### config.mk
export PLATFORM = sky130hd
export DESIGN_NAME = lap_recall_ctrl
export DESIGN_NICKNAME = d
export VERILOG_FILES = /design/src/rtl/lap_recall_ctrl.sv
export SDC_FILE = /design/constraint.sdc
export NUM_CORES = 1
export LEC_CHECK = 0
export ABC_AREA = 1
export CAP_MARGIN = 20
export CORE_ASPECT_RATIO = 1.25
export CORE_MARGIN = 2
export CORE_UTILIZATION = 50
export DETAILED_ROUTE_END_ITERATION = 10
export PLACE_DENSITY = 0.8
export SLEW_MARGIN = 0
export SYNTH_ARGS = -nofsm -noshare
export SYNTH_HDL_FRONTEND = slang
export SYNTH_SLANG_ARGS = --single-unit
### constraint.sdc
create_clock -name clk -period 2.7 [get_ports clk]
set_input_delay 0.54 -clock clk [delete_from_list [all_inputs] [get_ports clk]]
set_output_delay 0.54 -clock clk [all_outputs]
set_load 0.01 [all_outputs]
### src/rtl/lap_recall_ctrl.sv
// lap_recall_ctrl
//   Lap capture / recall controller between the BCD stopwatch counter and the
//   4-digit display mux. Chooses each cycle between the live count, a frozen
//   lap snapshot, or an entry recalled from a DEPTH-entry circular lap buffer.
//
// Ports
//   clk, reset (async, active-low)
//   lap_pulse, recall_pulse, clear_pulse : one-cycle synchronized requests
//   running                              : counter enabled
//   live_min/tsec/sec/tenth              : live BCD digits
//   disp_min/tsec/sec/tenth              : registered display digits
//   disp_live, disp_hold, lap_age        : display mode flags
//   lap_count, overflow                  : buffer fill level, sticky overwrite flag
//
// state    | meaning
// ---------+-----------------------------------------------
// S_LIVE   | display tracks the live count
// S_FROZEN | display holds the most recent capture
// S_RECALL | display steps back through stored laps (rd_age)
module lap_recall_ctrl #(
  parameter int DEPTH = 4,
  parameter int IW    = 2
) (
  input  logic          clk,
  input  logic          reset,
  input  logic          lap_pulse,
  input  logic          recall_pulse,
  input  logic          clear_pulse,
  input  logic          running,
  input  logic [3:0]    live_min,
  input  logic [3:0]    live_tsec,
  input  logic [3:0]    live_sec,
  input  logic [3:0]    live_tenth,
  output logic [3:0]    disp_min,
  output logic [3:0]    disp_tsec,
  output logic [3:0]    disp_sec,
  output logic [3:0]    disp_tenth,
  output logic          disp_live,
  output logic          disp_hold,
  output logic [IW-1:0] lap_age,
  output logic [IW:0]   lap_count,
  output logic          overflow
);

  typedef enum logic [1:0] {S_LIVE, S_FROZEN, S_RECALL} state_t;

  localparam logic [IW:0]   FULL     = (IW+1)'(DEPTH);
  localparam logic [IW:0]   CNT_ONE  = (IW+1)'(1);
  localparam logic [IW-1:0] IDX_ONE  = IW'(1);

  state_t        state, nstate;
  logic [15:0]   lap_mem [DEPTH];
  logic [IW-1:0] wr_ptr, n_wr_ptr;
  logic [IW-1:0] rd_age, n_rd_age;
  logic [IW-1:0] rd_idx;
  logic [IW:0]   n_count;
  logic          n_overflow;
  logic          capture;
  logic [15:0]   live_word, rd_word, n_disp;

  assign live_word = {live_min, live_tsec, live_sec, live_tenth};

  always_comb begin
    nstate     = state;
    n_wr_ptr   = wr_ptr;
    n_rd_age   = rd_age;
    n_count    = lap_count;
    n_overflow = overflow;
    capture    = 1'b0;
    if (clear_pulse) begin
      nstate     = S_LIVE;
      n_wr_ptr   = '0;
      n_count    = '0;
      n_overflow = 1'b0;
      n_rd_age   = '0;
    end else begin
      case (state)
        S_LIVE: begin
          // a lap pulse swallows a simultaneous recall even when it is ignored
          if (lap_pulse) begin
            if (running) begin
              capture = 1'b1;
              nstate  = S_FROZEN;
            end
          end else if (recall_pulse && !running && lap_count != '0) begin
            nstate   = S_RECALL;
            n_rd_age = '0;
          end
        end
        S_FROZEN: begin
          if (lap_pulse) begin
            if (running) capture = 1'b1;
            else         nstate  = S_LIVE;
          end else if (recall_pulse && !running) begin
            nstate   = S_RECALL;
            n_rd_age = '0;
          end
        end
        S_RECALL: begin
          if (lap_pulse || running) begin
            nstate   = S_LIVE;
            n_rd_age = '0;
          end else if (recall_pulse) begin
            if ({1'b0, rd_age} == lap_count - CNT_ONE) begin
              nstate   = S_LIVE;
              n_rd_age = '0;
            end else begin
              n_rd_age = rd_age + IDX_ONE;
            end
          end
        end
        default: begin
          nstate   = S_LIVE;
          n_rd_age = '0;
        end
      endcase
      if (capture) begin
        n_wr_ptr = wr_ptr + IDX_ONE;
        if (lap_count == FULL) n_overflow = 1'b1;
        else                   n_count    = lap_count + CNT_ONE;
      end
    end
  end

  // Display is computed from the next state so it lands on the same edge as
  // the state change; an entry being written this cycle is bypassed from live.
  always_comb begin
    rd_idx  = n_wr_ptr - IDX_ONE - ((nstate == S_RECALL) ? n_rd_age : '0);
    rd_word = (capture && rd_idx == wr_ptr) ? live_word : lap_mem[rd_idx];
    n_disp  = (nstate == S_LIVE) ? live_word : rd_word;
  end

  always_ff @(posedge clk or negedge reset) begin
    if (!reset) begin
      state     <= S_LIVE;
      wr_ptr    <= '0;
      rd_age    <= '0;
      lap_count <= '0;
      overflow  <= 1'b0;
    end else begin
      state     <= nstate;
      wr_ptr    <= n_wr_ptr;
      rd_age    <= n_rd_age;
      lap_count <= n_count;
      overflow  <= n_overflow;
    end
  end

  always_ff @(posedge clk or negedge reset) begin
    if (!reset) begin
      for (int i = 0; i < DEPTH; i++) lap_mem[i] <= '0;
    end else if (capture) begin
      lap_mem[wr_ptr] <= live_word;
    end
  end

  always_ff @(posedge clk or negedge reset) begin
    if (!reset) begin
      {disp_min, disp_tsec, disp_sec, disp_tenth} <= '0;
      disp_live <= 1'b1;
      disp_hold <= 1'b0;
      lap_age   <= '0;
    end else begin
      {disp_min, disp_tsec, disp_sec, disp_tenth} <= n_disp;
      disp_live <= (nstate == S_LIVE);
      disp_hold <= (nstate != S_LIVE);
      lap_age   <= (nstate == S_RECALL) ? n_rd_age : '0;
    end
  end

endmodule

Yosys cells after proc, flatten, opt, wreduce, memory -nomap -nowiden
Index checks and enable logic that the tools add are counted.
{"block": "op_classes", "n_eq_ne": 7, "n_reduce_logical": 15, "mux": 42, "addsub": 6, "bitwise_logic": 2, "magnitude_cmp": 3}
{"op": "$mux W16", "count": 5}
{"op": "$bwmux W64", "count": 1}
{"op": "$mux W2", "count": 21}
{"op": "$bmux W16 S2", "count": 1}
{"op": "$demux W16 S2", "count": 1}
{"op": "$pmux W2 S3", "count": 2}
{"op": "$mux W3", "count": 3}
{"op": "$mux W1", "count": 8}
{"op": "$ge A3 B3 Y1 const B", "count": 2}
{"op": "$not A2 Y3", "count": 2}
{"op": "$reduce_bool A2 Y1", "count": 3}
{"op": "$add A2 B1 Y2 const B", "count": 2}
{"op": "$eq A2 B2 Y1 const B", "count": 2}
{"op": "$logic_and A1 B1 Y1", "count": 4}
{"op": "$logic_not A2 Y1", "count": 2}
{"op": "$reduce_and A2 Y1", "count": 2}
{"op": "$add A3 B1 Y3 const B", "count": 1}
{"op": "$eq A2 B3 Y1", "count": 1}
{"op": "$eq A3 B3 Y1 const B", "count": 1}
{"op": "$lt A3 B1 Y1 const B", "count": 1}
{"op": "$reduce_bool A3 Y1", "count": 1}
{"op": "$sub A3 B1 Y3 const B", "count": 1}
{"op": "$eq A2 B1 Y1 const B", "count": 1}
{"op": "$eq A2 B2 Y1", "count": 1}
{"op": "6 further kinds", "count": 6}
{"block": "totals", "input_bits": 22, "output_inout_bits": 24, "elab_cells": 91, "ff_bits": 94}

Depth between registers and ports, before layout
{"block": "logic_depth", "depth_word": 16, "ltp_mapped": 22, "mapped_depth_nobuf": 21}

Least setup slack after synthesis
No wires, ideal clock.
{"block": "synth_timing", "path_type": "register to register", "startpoint": "reg lap_count[0]", "endpoint": "reg disp_sec[1]", "t_arrival_ps": 2872, "path_buffers": 2, "synth_period_minus_slack_ps": 2988, "setup_ps": 116, "setup_slack_ps": -288, "path_stages_with_launch": 18, "t_required_ps": 2584, "path_cell_list": "dfrtp_1 > inv_1 > ha_1 > inv_1 > nand2_1 > and2_0 > nand4_1 > nand4_1 > a21oi_1 > nand2_1 > ha_1 > clkbuf_1 > clkbuf_1 > mux2_2 > nand3_1 > nand2_1 > nand3_1 > nand2_1"}
{"block": "synth_via", "word_cells_on_any_way": 30, "classes_between": "2 x add/sub; 3 x eq/ne; 20 x mux; 1 x bitwise; 4 x reduce/logical"}
{"element": "from (decl)", "line": "41", "source": "output logic [IW:0] lap_count,"}
{"element": "from (signal assigned)", "line": "144", "source": "lap_count <= n_count;"}
{"element": "$sub A3 B1 Y3", "line": "104", "source": "if ({1'b0, rd_age} == lap_count - CNT_ONE) begin"}
{"element": "$eq A2 B3 Y1", "line": "104"}
{"element": "$mux W2", "line": "104"}
{"element": "$mux W2", "line": "103", "source": "end else if (recall_pulse) begin"}
{"element": "$mux W2", "line": "100", "source": "if (lap_pulse || running) begin"}
{"element": "$pmux W2 S3 (*)", "line": "77", "source": "case (state)"}
{"element": "$mux W2 (*)", "line": "70", "source": "if (clear_pulse) begin"}
{"element": "net n_rd_age[0]", "line": "54", "source": "logic [IW-1:0] rd_age, n_rd_age;"}
{"element": "$mux W2 (*)", "line": "128", "source": "rd_idx = n_wr_ptr - IDX_ONE - ((nstate == S_RECALL) ? n_rd_age : '0);"}
{"element": "$sub A2 B2 Y2 (*)", "line": "128"}
{"element": "$not A2 Y3 (implied by the code)", "line": "129", "source": "rd_word = (capture && rd_idx == wr_ptr) ? live_word : lap_mem[rd_idx];"}
{"element": "$bmux W16 S2", "line": "129"}
{"element": "$mux W16 (implied by the code) (2 in a row)", "line": "129"}
{"element": "$mux W16 (*)", "line": "129"}
{"element": "$mux W16 (*)", "line": "130", "source": "n_disp = (nstate == S_LIVE) ? live_word : rd_word;"}
{"element": "net n_disp[5]", "line": "59", "source": "logic [15:0] live_word, rd_word, n_disp;"}
{"element": "to (signal assigned)", "line": "164", "source": "{disp_min, disp_tsec, disp_sec, disp_tenth} <= n_disp;"}
{"element": "to (decl)", "line": "36", "source": "output logic [3:0] disp_sec,"}
The timed path passes the listed nets; every way through them passes the cells marked *. The select of a mux whose other input is x is not followed.
A chain may end at the register's enable or synchronous reset.

Final worst setup path
Same ends and word-level chain as after synthesis.

==> implementation parameters <==
Parameter                              Value

Status
  Result of the run    complete, no violations

Die
  Top-level I/O count    46
  Overall die area    0.009747 sq mm
  Die extent in x    just under 90 um
  Die Y-Extent    109.9 um
  Starting utilization of the core area    51.54%
  Cell Rows    38
  Area of the core    around 0.0087 sq mm

STA
  Minimum period implied by the final worst setup slack    about 2.7 ns
  Final setup margin    around 0.036 ns
  Final Hold Viols    0
  Maximum operating frequency    375.3 MHz
  Count of pins over their slew limit    0
  Post-route clock skew    around 0.016 ns
  Worst slew slack as a fraction of its limit    a little under three fifths
  Period utilization    98.68%
  Worst Hold Margin    around 0.18 ns
  Setup-violating endpoint count in the final report    0
  Setup repair after global routing missed its margin    true
  Measured slew at the worst slew-check pin    around 0.65 ns

CTS
  Hold-fix buffer count after cts    0
  Clock sinks    94
  Clock tree from TritonCTS    done
  Clock transition at the register clock pins on the worst setup and hold paths after CTS    0.09 ns
  Clock latency on the worst-skew pair    approximately 0.37 ns
  Buffer cell driving the clock tree root    clkbuf_8
  Total CTS buffers    9
  CTS H-tree depth    3
  Largest buffer count on any clock path    2

Setup path
  Critical path capture point type    flip-flop
  Biggest fanout along the worst timing path    10
  Nature of the critical path startpoint    flip-flop
  Critical path required time    approximately 3.0 ns
  Crit path largest cell delay    0.39 ns
  Crit path DAT    approximately 3 ns
  CP Class    flip-flop to flip-flop
  Library cell contributing the largest single delay on the critical path    dfrtp_1
  Ordered cell list for the critical path    inv_2 -> ha_4 -> inv_2 -> nand2_2 -> and2_0 -> nand4_1 -> nand4_1 -> a21oi_2 -> nand2_2 -> ha_4 -> buf_6 -> mux2_2 -> nand3_1 -> nand2_1 -> nand3_1 -> nand2_1

Layout
  Final nets    a little under 600
  Commonest non-fill, non-tap cells in the layout    nand2_1, dfrtp_1, o21ai_0, clkdlybuf4s50_1, nand3_1
  Final Core Density    64.60%
  Final instance area    0.005620 sq mm
  Proportion of layout cells with a drive suffix above 1    around a quarter
  Area growth, synth to finish    25.33%
  Fill cell instance count of the final layout    between 600 and 700
  Number of inserted diodes    0
  Most common cell after layout, fill and taps aside    nand2_1
  Final cell count without fillers    between 600 and 700

Synthesis
  Synth Cell Area    between 0.004 and 0.005 sq mm
  Leading cell types by total area after synthesis    dfrtp_1, nand2_1, mux2_2, o21ai_0, nand3_1
  Syn Nets    518
  Sequential fraction of the synthesis area    between 50 and 60%
  Average cell area after synthesis    between 9 and 10 sq um
  Flop and latch count out of synthesis    between 90 and 100
  Post-Syn Instances    around 490
  Top cell type by total area after synthesis    dfrtp_1
  Number of distinct library cells after synthesis    30
  Yosys top cell area share    between 50% and 60%
  Yosys Warn Count    0

Pwr
  Worst vdd rail ir drop    approximately 0.00045 V
  Leakage Power    about 2.7 nW
  Total power density per cell area    595.9 mW/mm^2

Global route
  Number of antenna violations at the first check in global routing    0
  Global-route wire length before repair    roughly 17 mm
  Leftover overflow at the end of global routing    0
  Tot GR Track Use    between 20% and 30%
  Pin count of the biggest net entering global routing    50
  Via count of the first global-routing pass    3663

Placed design
  Place WS    -0.4148 ns
  HPWL after detailed placement    6.671 mm
  Area post-placement    approximately 0.0053 sq mm
  Number of cells in the design after placement    roughly 670
  Final estimated routing congestion in global placement    about 0.88
  Port buffer count    45

Detailed routing
  Number of nets still failing antenna checks after routing    0
  First-pass detailed-route iteration total    4
  Wire length reported by the detailed router    around 10 mm
  Average via count per standard cell    5.300
  Total via count in the routed design    3625
  Remaining design rule violation count    0
  Wire length per cell after detailed routing    about 15 um
  DRC marker count from the first detailed-route iteration    approximately 240

Flow run
  # Max-Cap Violations    0

Min path
  Min-delay worst type    primary input to async pin
==> sequential cells by signal, summed over array words and instances, names as in the netlist <==
name        flops
disp_min        4
disp_sec        4
disp_live       1
disp_hold       1
disp_tenth      4
rd_age          2
lap_mem        64
overflow        1
lap_age         2
wr_ptr          2
state           2
lap_count       3
disp_tsec       4
==> stage by stage <==
stage,setup TNS (ns),power (W)
after CTS,0,0.003313
after floorplan,-0.3373,0.002181
after detailed placement,-6.182,0.002486
final,0,0.003349
after global placement,-4.395,0.002439
after global routing,-1.457,0.003534
==> routing by layer <==
metal  global-route usage (%)  vias to the layer above  share of wire [%]
met5                        0                        -                  0
met4                    8.333                        0                1.2
met3                    4.805                       12                4.8
met2                    37.26                       97                 51
met1                    27.82                     1779                 43
li1                         -                     1737                  -
==> worst max-delay path: cells and delay by family (launching register included) <==
kind	cells	cell delay, ns
muxes	1	0.34
AOI/OAI and AO/OA	1	0.19
DFF	1	0.39
and+or+nand+nor	9	0.78
adders and majority gates	2	0.54
buffers and inverters	3	0.32
==> what timing repair did <==
| item | in CTS | in global routing |
|---|---|---|
| buffers inserted | 0 | 2 |
| endpoints found under the setup margin | 16 | 16 |
| gates cloned | 0 | 1 |
| pin swaps | 1 | 10 |
| gates resized for setup | 5 | 25 |
==> worst paths after layout <==
kind | endpoint | depth (start not counted) | from | slack [ns]
min reg2reg | lap_mem[7]$_DFFE_PN0P_ | 2 | lap_mem[7]$_DFFE_PN0P_ | 0.49
max reg2reg | disp_sec[1]$_DFF_PN0_ | 16 | lap_count[0]$_DFFE_PN0P_ | 0.04
min | lap_mem[7]$_DFFE_PN0P_ | 1 | reset | 0.18
max in group asynchronous | disp_live$_DFF_PN1_ | 2 | reset | 1.78
max | disp_sec[1]$_DFF_PN0_ | 16 | lap_count[0]$_DFFE_PN0P_ | 0.04
min in group clk | lap_mem[7]$_DFFE_PN0P_ | 2 | lap_mem[7]$_DFFE_PN0P_ | 0.49
==> Yosys cell counts <==
library cell,number
a21oi_4,1
dfstp_2,1
buf_12,1
o211ai_1,1
buf_1,1
nand3_2,1
inv_2,5
mux2_2,32
dfrtp_1,93
nor2_4,1
o21a_1,1
xor2_1,3
o21bai_2,1
ha_1,8
nor2_1,6
o21ai_0,69
clkbuf_1,16
nand2_2,14
a21oi_1,4
inv_1,31
buf_4,2
nand2_4,4
and2_0,1
nand4_1,4
nand3_4,2
nor3_1,2
o21ai_2,1
nand2_1,136
buf_2,3
nand3_1,43
==> kinds of logic (layout without fill, tap and decap cells) <==
logic type	count (synthesis)	after routing	synth area share, %
multiplexers	32	32	8.036
XOR/XNOR	3	3	0.5860
AO/OA/AOI/OAI	78	78	9.292
adder cells (fa/ha/maj)	8	8	2.232
flip-flops	94	94	52.48
AND/OR/NAND/NOR	214	214	21.82
buffers and inverters	59	135	5.552
==> where the power goes <==
part | internal, W | leakage [nW] | switching, W
combinational | 0.000398 | 1.43 | 0.000397
sequential | 0.00161 | 1.23 | 0.000105
clock | 0.000336 | 0.0821 | 0.000501
==> area by class of cell <==
class / count / area (sq um) / share of cell area (%)
sequential: 94 / 2354 / 41.87
tap: 120 / 150.1 / 2.671
inverter: 36 / 135.1 / 2.404
timing repair buffer: 84 / 823.3 / 14.65
clock inverter: 6 / 46.29 / 0.8237
clock buffer: 9 / 123.9 / 2.204
multi-input combinational: 335 / 1988 / 35.37
Note: power is estimated with default switching activity, not from simulation.
